<file path="src/rtl/data_decoder_if.sv">
// data_decoder_if -- bus bundle between a word source and data_decoder.
//   pre_en / pre_data    : incoming word stream (no backpressure)
//   post_en / post_data  : forwarded payload words
//   frame_done, frame_ok : end-of-frame pulse and status of the last frame
//   err_tail, err_chk, err_timeout : cause flags of the last frame
//   frame_cnt, err_cnt   : saturating good / bad frame counters
// Modports: master = word source / status consumer, slave = decoder.
interface data_decoder_if #(
    parameter int DATA_WIDTH = 32
);
    logic                  pre_en;
    logic [DATA_WIDTH-1:0] pre_data;
    logic                  post_en;
    logic [DATA_WIDTH-1:0] post_data;
    logic                  frame_done;
    logic                  frame_ok;
    logic                  err_tail;
    logic                  err_chk;
    logic                  err_timeout;
    logic [15:0]           frame_cnt;
    logic [15:0]           err_cnt;

    modport master (
        output pre_en, pre_data,
        input  post_en, post_data, frame_done, frame_ok,
        input  err_tail, err_chk, err_timeout, frame_cnt, err_cnt
    );

    modport slave (
        input  pre_en, pre_data,
        output post_en, post_data, frame_done, frame_ok,
        output err_tail, err_chk, err_timeout, frame_cnt, err_cnt
    );
endinterface

</file>
<file path="src/rtl/data_decoder.sv">
// data_decoder -- frame parser for a word stream of the form
//   DATA_SIZE payload words, one tail word, one check word,
// where check = ~(payload sum + tail word) modulo 2^DATA_WIDTH.
// Payload words are forwarded one cycle after acceptance; tail and check
// words are consumed. Each frame ends with a one-cycle frame_done pulse and
// a status/cause report; a frame stalled for TIMEOUT idle cycles is aborted.
// Ports:
//   sys_clk  : clock, rising edge
//   sys_rst  : asynchronous active-high reset
//   bus      : data_decoder_if slave modport (input stream, payload output,
//              frame status, error flags, frame counters)
module data_decoder #(
    parameter int                    DATA_WIDTH = 32,
    parameter int                    DATA_SIZE  = 65537,
    parameter logic [DATA_WIDTH-1:0] TAIL_WORD  = 32'h5A5A_A5A5,
    parameter int                    TIMEOUT    = 1024
) (
    input  logic          sys_clk,
    input  logic          sys_rst,
    data_decoder_if.slave bus
);
    localparam int CNT_W = $clog2(DATA_SIZE + 1);
    localparam int GAP_W = $clog2(TIMEOUT + 1);
    localparam logic [CNT_W-1:0] LAST_IDX = CNT_W'(DATA_SIZE - 1);
    localparam logic [GAP_W-1:0] GAP_LAST = GAP_W'(TIMEOUT - 1);

    typedef enum logic [1:0] {
        ST_IDLE,
        ST_DATA,
        ST_TAIL,
        ST_CHECK
    } state_t;

    state_t                state_reg;
    logic [CNT_W-1:0]      word_cnt_reg;
    logic [GAP_W-1:0]      gap_reg;
    logic [DATA_WIDTH-1:0] sum_reg;
    logic                  tail_bad_reg;
    logic                  post_en_reg;
    logic [DATA_WIDTH-1:0] post_data_reg;
    logic                  frame_done_reg;
    logic                  frame_ok_reg;
    logic                  err_tail_reg;
    logic                  err_chk_reg;
    logic                  err_timeout_reg;
    logic [15:0]           frame_cnt_reg;
    logic [15:0]           err_cnt_reg;

    logic tail_bad;
    logic chk_bad;

    assign tail_bad = (bus.pre_data != TAIL_WORD);
    // sum_reg already includes the tail word when the check word arrives
    assign chk_bad  = (bus.pre_data != ~sum_reg);

    always_ff @(posedge sys_clk or posedge sys_rst) begin
        if (sys_rst) begin
            state_reg       <= ST_IDLE;
            word_cnt_reg    <= '0;
            gap_reg         <= '0;
            sum_reg         <= '0;
            tail_bad_reg    <= 1'b0;
            post_en_reg     <= 1'b0;
            post_data_reg   <= '0;
            frame_done_reg  <= 1'b0;
            frame_ok_reg    <= 1'b0;
            err_tail_reg    <= 1'b0;
            err_chk_reg     <= 1'b0;
            err_timeout_reg <= 1'b0;
            frame_cnt_reg   <= '0;
            err_cnt_reg     <= '0;
        end else begin
            post_en_reg    <= 1'b0;
            frame_done_reg <= 1'b0;
            case (state_reg)
                ST_IDLE: begin
                    // No gap counting here: an idle line between frames is legal.
                    if (bus.pre_en) begin
                        post_en_reg     <= 1'b1;
                        post_data_reg   <= bus.pre_data;
                        sum_reg         <= bus.pre_data;
                        word_cnt_reg    <= CNT_W'(1);
                        gap_reg         <= '0;
                        tail_bad_reg    <= 1'b0;
                        err_tail_reg    <= 1'b0;
                        err_chk_reg     <= 1'b0;
                        err_timeout_reg <= 1'b0;
                        state_reg       <= (DATA_SIZE == 1) ? ST_TAIL : ST_DATA;
                    end
                end
                default: begin
                    if (bus.pre_en) begin
                        gap_reg <= '0;
                        case (state_reg)
                            ST_DATA: begin
                                post_en_reg   <= 1'b1;
                                post_data_reg <= bus.pre_data;
                                sum_reg       <= sum_reg + bus.pre_data;
                                word_cnt_reg  <= word_cnt_reg + CNT_W'(1);
                                if (word_cnt_reg == LAST_IDX) begin
                                    state_reg <= ST_TAIL;
                                end
                            end
                            ST_TAIL: begin
                                // A bad tail is only reported; the frame continues.
                                tail_bad_reg <= tail_bad;
                                sum_reg      <= sum_reg + bus.pre_data;
                                state_reg    <= ST_CHECK;
                            end
                            default: begin
                                frame_done_reg <= 1'b1;
                                frame_ok_reg   <= !(tail_bad_reg || chk_bad);
                                err_tail_reg   <= tail_bad_reg;
                                err_chk_reg    <= chk_bad;
                                if (!(tail_bad_reg || chk_bad)) begin
                                    if (frame_cnt_reg != 16'hFFFF) begin
                                        frame_cnt_reg <= frame_cnt_reg + 16'd1;
                                    end
                                end else if (err_cnt_reg != 16'hFFFF) begin
                                    err_cnt_reg <= err_cnt_reg + 16'd1;
                                end
                                sum_reg      <= '0;
                                word_cnt_reg <= '0;
                                state_reg    <= ST_IDLE;
                            end
                        endcase
                    end else if (gap_reg == GAP_LAST) begin
                        // This idle cycle is the TIMEOUT-th in a row: abort.
                        frame_done_reg  <= 1'b1;
                        frame_ok_reg    <= 1'b0;
                        err_timeout_reg <= 1'b1;
                        err_tail_reg    <= tail_bad_reg;
                        err_chk_reg     <= 1'b0;
                        if (err_cnt_reg != 16'hFFFF) begin
                            err_cnt_reg <= err_cnt_reg + 16'd1;
                        end
                        gap_reg      <= '0;
                        sum_reg      <= '0;
                        word_cnt_reg <= '0;
                        state_reg    <= ST_IDLE;
                    end else begin
                        gap_reg <= gap_reg + GAP_W'(1);
                    end
                end
            endcase
        end
    end

    assign bus.post_en     = post_en_reg;
    assign bus.post_data   = post_data_reg;
    assign bus.frame_done  = frame_done_reg;
    assign bus.frame_ok    = frame_ok_reg;
    assign bus.err_tail    = err_tail_reg;
    assign bus.err_chk     = err_chk_reg;
    assign bus.err_timeout = err_timeout_reg;
    assign bus.frame_cnt   = frame_cnt_reg;
    assign bus.err_cnt     = err_cnt_reg;
endmodule

</file>
<file path="src/flat_wrapper.sv">
// flat-port wrapper written by rule: the top's interface ports become plain ports
module data_decoder_flat 
#(
    parameter int                    DATA_WIDTH = 32,
    parameter int                    DATA_SIZE  = 65537,
    parameter logic [DATA_WIDTH-1:0] TAIL_WORD  = 32'h5A5A_A5A5,
    parameter int                    TIMEOUT    = 1024
)
  (sys_clk, sys_rst, bus_pre_en, bus_pre_data, bus_post_en, bus_post_data, bus_frame_done, bus_frame_ok, bus_err_tail, bus_err_chk, bus_err_timeout, bus_frame_cnt, bus_err_cnt);
  data_decoder_if #(.DATA_WIDTH(DATA_WIDTH)) bus_i ();
  input  logic sys_clk;
  input  logic sys_rst;
  input wire logic [$bits(bus_i.pre_en)-1:0] bus_pre_en;
  input wire logic [$bits(bus_i.pre_data)-1:0] bus_pre_data;
  output wire logic [$bits(bus_i.post_en)-1:0] bus_post_en;
  output wire logic [$bits(bus_i.post_data)-1:0] bus_post_data;
  output wire logic [$bits(bus_i.frame_done)-1:0] bus_frame_done;
  output wire logic [$bits(bus_i.frame_ok)-1:0] bus_frame_ok;
  output wire logic [$bits(bus_i.err_tail)-1:0] bus_err_tail;
  output wire logic [$bits(bus_i.err_chk)-1:0] bus_err_chk;
  output wire logic [$bits(bus_i.err_timeout)-1:0] bus_err_timeout;
  output wire logic [$bits(bus_i.frame_cnt)-1:0] bus_frame_cnt;
  output wire logic [$bits(bus_i.err_cnt)-1:0] bus_err_cnt;
  assign bus_i.pre_en = bus_pre_en;
  assign bus_i.pre_data = bus_pre_data;
  assign bus_post_en = bus_i.post_en;
  assign bus_post_data = bus_i.post_data;
  assign bus_frame_done = bus_i.frame_done;
  assign bus_frame_ok = bus_i.frame_ok;
  assign bus_err_tail = bus_i.err_tail;
  assign bus_err_chk = bus_i.err_chk;
  assign bus_err_timeout = bus_i.err_timeout;
  assign bus_frame_cnt = bus_i.frame_cnt;
  assign bus_err_cnt = bus_i.err_cnt;
  data_decoder #(.DATA_WIDTH(DATA_WIDTH), .DATA_SIZE(DATA_SIZE), .TAIL_WORD(TAIL_WORD), .TIMEOUT(TIMEOUT)) u_core (.sys_clk(sys_clk), .sys_rst(sys_rst), .bus(bus_i));
endmodule
</file>
<file path="config.mk">
export PLATFORM = sky130hd
export DESIGN_NAME = data_decoder_flat
export DESIGN_NICKNAME = d
export VERILOG_FILES = /design/src/rtl/data_decoder_if.sv /design/src/rtl/data_decoder.sv /design/src/flat_wrapper.sv
export SDC_FILE = /design/constraint.sdc
export NUM_CORES = 1
export LEC_CHECK = 0
export BUFFER_PORTS_ARGS = -buffer_cell sky130_fd_sc_hd__buf_2
export CAP_MARGIN = 20
export CORE_AREA = 5 5 113 194
export CTS_BUF_LIST = sky130_fd_sc_hd__clkbuf_8
export DETAILED_ROUTE_END_ITERATION = 16
export DIE_AREA = 0 0 118 199
export GPL_TIMING_DRIVEN = 0
export PLACE_DENSITY = 0.64
export SLEW_MARGIN = 15
export SYNTH_ARGS = -nofsm -noshare
export SYNTH_HDL_FRONTEND = slang
export SYNTH_SLANG_ARGS = --single-unit
</file>
<file path="constraint.sdc">
create_clock -name sys_clk -period 7.5 [get_ports sys_clk]
set_input_delay 0.375 -clock sys_clk [delete_from_list [all_inputs] [get_ports sys_clk]]
set_output_delay 0.375 -clock sys_clk [all_outputs]
set_load 0.01 [all_outputs]
</file>
Yosys cells after proc, flatten, opt, wreduce, memory -nomap -nowiden
Cells that the tools add are included.
{ "op_classes": {"n_reduce_logical": 17, "add_sub_neg": 5, "n_bitwise": 4, "eq_ne": 15, "n_mux": 53} }
{ "ops": {"columns": ["operator", "n"], "rows": [
  ["2-to-1 mux 32 bit", 8],
  ["2-to-1 mux 16 bit", 5],
  ["2-to-1 mux 17 bit", 4],
  ["2-to-1 mux 11 bit", 4],
  ["case mux 17 bit (2 select lines)", 1],
  ["adder 16 x 1 -> 16 bit, second input constant", 2],
  ["adder 32 bit", 1],
  ["inequality test 16 bit, second input constant", 2],
  ["inequality test 32 x 31 -> 1 bit, second input constant", 1],
  ["inequality test 32 bit", 1],
  ["NOT 32 bit", 1],
  ["2-to-1 mux 1 bit", 25],
  ["adder 17 x 1 -> 17 bit, second input constant", 1],
  ["equality test 17 bit, second input constant", 1],
  ["AND reduction 3 bit", 5],
  ["adder 11 x 1 -> 11 bit, second input constant", 1],
  ["equality test 11 x 10 -> 1 bit, second input constant", 1],
  ["2-to-1 mux 2 bit", 5],
  ["inequality test 3 x 2 -> 1 bit, second input constant", 2],
  ["AND reduction 2 bit", 3],
  ["nonzero test 2 bit", 3],
  ["AND reduction 5 bit", 1],
  ["inequality test 2 x 1 -> 1 bit, second input constant", 2],
  ["inequality test 2 bit, second input constant", 2],
  ["10 further kinds", 12]
]} }
{ "word_totals": {"output_inout_bits": 70, "ff_bits": 133} }

Longest topological paths before layout
{ "depth": {"ltp_word": 6, "ltp_mapped": 13, "mapped_depth_nobuf": 11} }

Worst setup path after synthesis
OpenSTA, ideal clock, no wires.
{ "synth_timing": {"path_kind": "in2reg", "start": "in bus_pre_data[3]", "end": "reg u_core.sum_reg[23]", "slack_ns": 5.088, "cell_stages": 9, "arrival_time_ns": 2.284, "setup_ns": 0.128, "t_required_ns": 7.372, "path_cell_list": "ha_1 a21o_1 a221oi_2 a21oi_2 a311oi_2 o41ai_2 a221oi_2 xor2_1 o21ai_1"} }
{ "synth_via": {"elab_chain_len": 4} }
{ "synth_rtl": {"columns": ["element", "line_no", "source"], "rows": [
  ["start, declared", "flat_wrapper.sv:14", "input wire logic [$bits(bus_i.pre_data)-1:0] bus_pre_data;"],
  ["adder 32 bit", "data_decoder.sv:98, data_decoder.sv:107", null],
  ["2-to-1 mux 32 bit", null, null],
  ["2-to-1 mux 32 bit", "data_decoder.sv:92", "if (bus.pre_en) begin"],
  ["2-to-1 mux 32 bit", "data_decoder.sv:75", "case (state_reg)"],
  ["end signal, assigned", "data_decoder.sv:81", "sum_reg <= bus.pre_data;"],
  ["end signal, assigned", "data_decoder.sv:98", "sum_reg <= sum_reg + bus.pre_data;"],
  ["end signal, assigned", "data_decoder.sv:107", "sum_reg <= sum_reg + bus.pre_data;"],
  ["end, declared", "data_decoder.sv:37", "logic [DATA_WIDTH-1:0] sum_reg;"]
]} }
Every way passes these cells.
A chain may end at the register's enable or synchronous reset.

Worst setup path in the final report
{ "layout_timing": {"start": "reg u_core.sum_reg[23]", "end": "reg u_core.frame_cnt_reg[14], in the netlist u_core.bus.frame_cnt[14]"} }
{ "layout_via": {"elab_chain_len": 5} }
{ "layout_rtl": {"columns": ["element", "line_no", "source"], "rows": [
  ["NOT 32 bit", "data_decoder.sv:54", "assign chk_bad = (bus.pre_data != ~sum_reg);"],
  ["inequality test 32 bit", "data_decoder.sv:54", null],
  ["logical OR 1 bit", "data_decoder.sv:115", "if (!(tail_bad_reg || chk_bad)) begin"],
  ["NOT 1 bit (no source line)", null, null],
  ["AND reduction 5 bit (no source line)", null, null],
  ["end signal, assigned", "data_decoder.sv:117", "frame_cnt_reg <= frame_cnt_reg + 16'd1;"],
  ["end, declared", "data_decoder.sv:46", "logic [15:0] frame_cnt_reg;"]
]} }
Every way passes these cells.

==> results.ini <==
[logic_synthesis]
ys_ff_latch=133
syn_area_um2=7870
synth.top_cell.area_share=0.423
synth_area_leader_cell=dfrtp_1
synthTopCellsByArea=dfrtp_1 42%, ha_1 6.2%, mux2_2 4.9%
ys_warn_count=0
synth_edf_count=0
syn-num-nets=886
avgSynthCellArea_um2=9.71
synthCells=811
synth_cell_types=73
async_flop_share=1.00
ys.flop_type=dfrtp_1
ys_seq_area_frac=0.423

[critical_path]
crit_slowest_cell=nor4_1
cp_cell_sequence=ha_1 > nand4_2 > nor4_1 > nand3b_1 > nor4_2 > nand3_2 > nor2_2 > nand3_1 > xnor2_1
end_kind=register
timing.rr.end=u_core.bus.frame_cnt[14]$_DFFE_PP0P_
crit_arrival_ns=3.44
cp-endpoint=u_core.bus.frame_cnt[14]$_DFFE_PP0P_
required_ns=7.85
r2r-start=u_core.sum_reg[23]$_DFFE_PP0P_
rrSetupSlack_ns=4.41
max_stage_delay_ns=0.63
path_class=register to register
cp-startpoint=u_core.sum_reg[23]$_DFFE_PP0P_
r2r_cells=9
worstPathMaxFanout=7
cp-start-kind=register

[drt]
drc_errors=0
first_iter_violations=262
ant_nets=0
wl_per_cell_um=17.9
vias=6613
viasPerCell=5.53
dr.pass1.iters=4
routed_wl_um=21500

[outcome]
outcome=completed

[global_routing]
grt_pass1_wl_um=35500
grt_antenna_before_repair=0
grt_max_degree=85
grt_pass1_vias=6948
overflow=0
gr-usage-all-layers=0.190

[power_and_ir_drop]
pwr_density_cell_nw_per_um2=350
peakVddDrop_mv=0.266
swShare=0.417
power_frac_comb=0.481
seqPwrFrac=0.328
clockPowerShare=0.191
leakagePower_nw=4.27
intPower_w=0.00186
switchingPower_w=0.00133

[place]
port_buffers=103
place_congestion=0.913
place_hpwl_um=16200
placed_area_um2=8730

[floorplan]
ioPinCount=105
initial_core_util=0.390
die_h_um=199
die_area_um2=23500
rows=69
coreArea_um2=20200
dieWidth_um=118

[run]
drv_cap=0

[timing]
fin_crit_ns=3.09
tns_ns=0
max_freq_ghz=0.324
hold_violations=0
skew_ns=0.0212
setup_viol=0
fin_crit_sh=0.412
rsz0062_at_grt=false
slew_viol_final=0
worst_pin_slew_ns=0.867
max_slew_margin=0.418

[clock_network]
clock_sinks=133
clk_latency_ns=0.46
cts_max_level=4
cts_root_buf=clkbuf_8
cts_buffer_depth=2
clkTransAtPathRegs_ns=0.09
cts_tree=built
numCtsBuffers=17
cts_resized=0

[final_layout]
area_delta_synth_final_pct=16.0
layout_common_cells=133 x dfrtp_1, 107 x buf_2, 89 x nor2_1, 57 x a21oi_1, 54 x nand2_1
layout-drive-gt1-share=0.224
nFillCells=2025
multi_input_area_um2=4290
num_antenna_cells=0
final_common_cell=dfrtp_1
nNetsFinal=1010
final_util=0.452
seq_area_um2=3330
final_area_um2=9130

[worst_hold_path]
worst_hold_path_type=input port to register

[what timing repair did]
| action | CTS | global route |
|---|---|---|
| hold endpoints to repair | 49 | 0 |
| hold buffers | 1 | 0 |
| setup buffers | 0 | 0 |
| setup endpoints to repair | 0 | 0 |
[worst min-delay path by stage]
stage                                              from                                  end  slack, ns  cells after the start
global route                            bus_pre_data[2]  u_core.bus.post_data[2]$_DFFE_PP0P_       0.17                      2
global placement    u_core.bus.post_data[1]$_DFFE_PP0P_  u_core.bus.post_data[1]$_DFFE_PP0P_       0.46                      2
detailed placement                              sys_rst  u_core.bus.frame_cnt[3]$_DFFE_PP0P_       0.41                      2
finish                                  bus_pre_data[2]  u_core.bus.post_data[2]$_DFFE_PP0P_       0.19                      2
CTS                                     bus_pre_data[2]  u_core.bus.post_data[2]$_DFFE_PP0P_       0.17                      2
floorplan                u_core.sum_reg[22]$_DFFE_PP0P_       u_core.sum_reg[22]$_DFFE_PP0P_       0.46                      2
[through the flow]
step	hold slack, ns	std cells	setup WS, ns	total power, W
2_1_floorplan	0.461	811	3.57	0.00215
3_3_place_gp	0.459	1162	1.73	0.00257
3_5_place_dp	0.409	1163	4.21	0.00260
4_1_cts	0.166	1196	4.32	0.00322
5_1_grt	0.172	1196	4.11	0.00344
6_report	0.193	1196	4.41	0.00319
[synth_stat cells (all sizes together), types with 21 or more instances]
master    n
nand2    55
nor2     90
xor2     31
nand3    24
inv      28
ha       39
and3     24
nand4    21
dfrtp   133
mux2     34
a21oi    61
o21ai    50
xnor2    43
[layout make-up]
class	instances	share of cell area
Clock inverter	15	0.0167
Tap cell	248	0.0340
Sequential cell	133	0.365
Clock buffer	17	0.0256
Multi-Input combinational cell	621	0.470
Buffer	29	0.0164
Timing Repair Buffer	105	0.0606
Inverter	28	0.0123
[per-layer routing]
| metal | track usage | up-vias | share of wire |
|---|---|---|---|
| met2 | 0.349 | 144 | 0.53 |
| li1 | - | 3179 | - |
| met4 | 0.104 | 0 | 0.046 |
| met5 | 0 | - | 0 |
| met1 | 0.202 | 3230 | 0.39 |
| met3 | 0.0370 | 60 | 0.034 |
[power groups by stage]
stage | Clock (W) | Combinational (W) | Sequential (W)
floorplan | 0 | 0.00105 | 0.00110
detailed placement | 0 | 0.00154 | 0.00106
global route | 0.000660 | 0.00171 | 0.00107
finish | 0.000610 | 0.00154 | 0.00105
global placement | 0 | 0.00152 | 0.00105
CTS | 0.000632 | 0.00154 | 0.00105
[worst max-delay path: cells and delay by family, from the launching register on]
| family | cells | cell delay (ns) |
|---|---|---|
| flip-flops | 1 | 0.39 |
| adder cells (fa/ha/maj) | 1 | 0.43 |
| AND/OR/NAND/NOR | 7 | 2.02 |
| XOR/XNOR | 1 | 0.14 |
[logic make-up (layout without fill, tap and decap cells)]
family / Yosys count / in the layout / share of synthesized area
xor gates and xnor gates: 74 / 74 / 0.0823
muxes: 36 / 36 / 0.0512
AOI/OAI and AO/OA: 195 / 195 / 0.160
DFF: 133 / 133 / 0.423
and+or+nand+nor: 276 / 276 / 0.187
adders and majority gates: 40 / 40 / 0.0645
buffers and inverters: 57 / 194 / 0.0324
No activity file was read; power rests on OpenSTA's default activity.
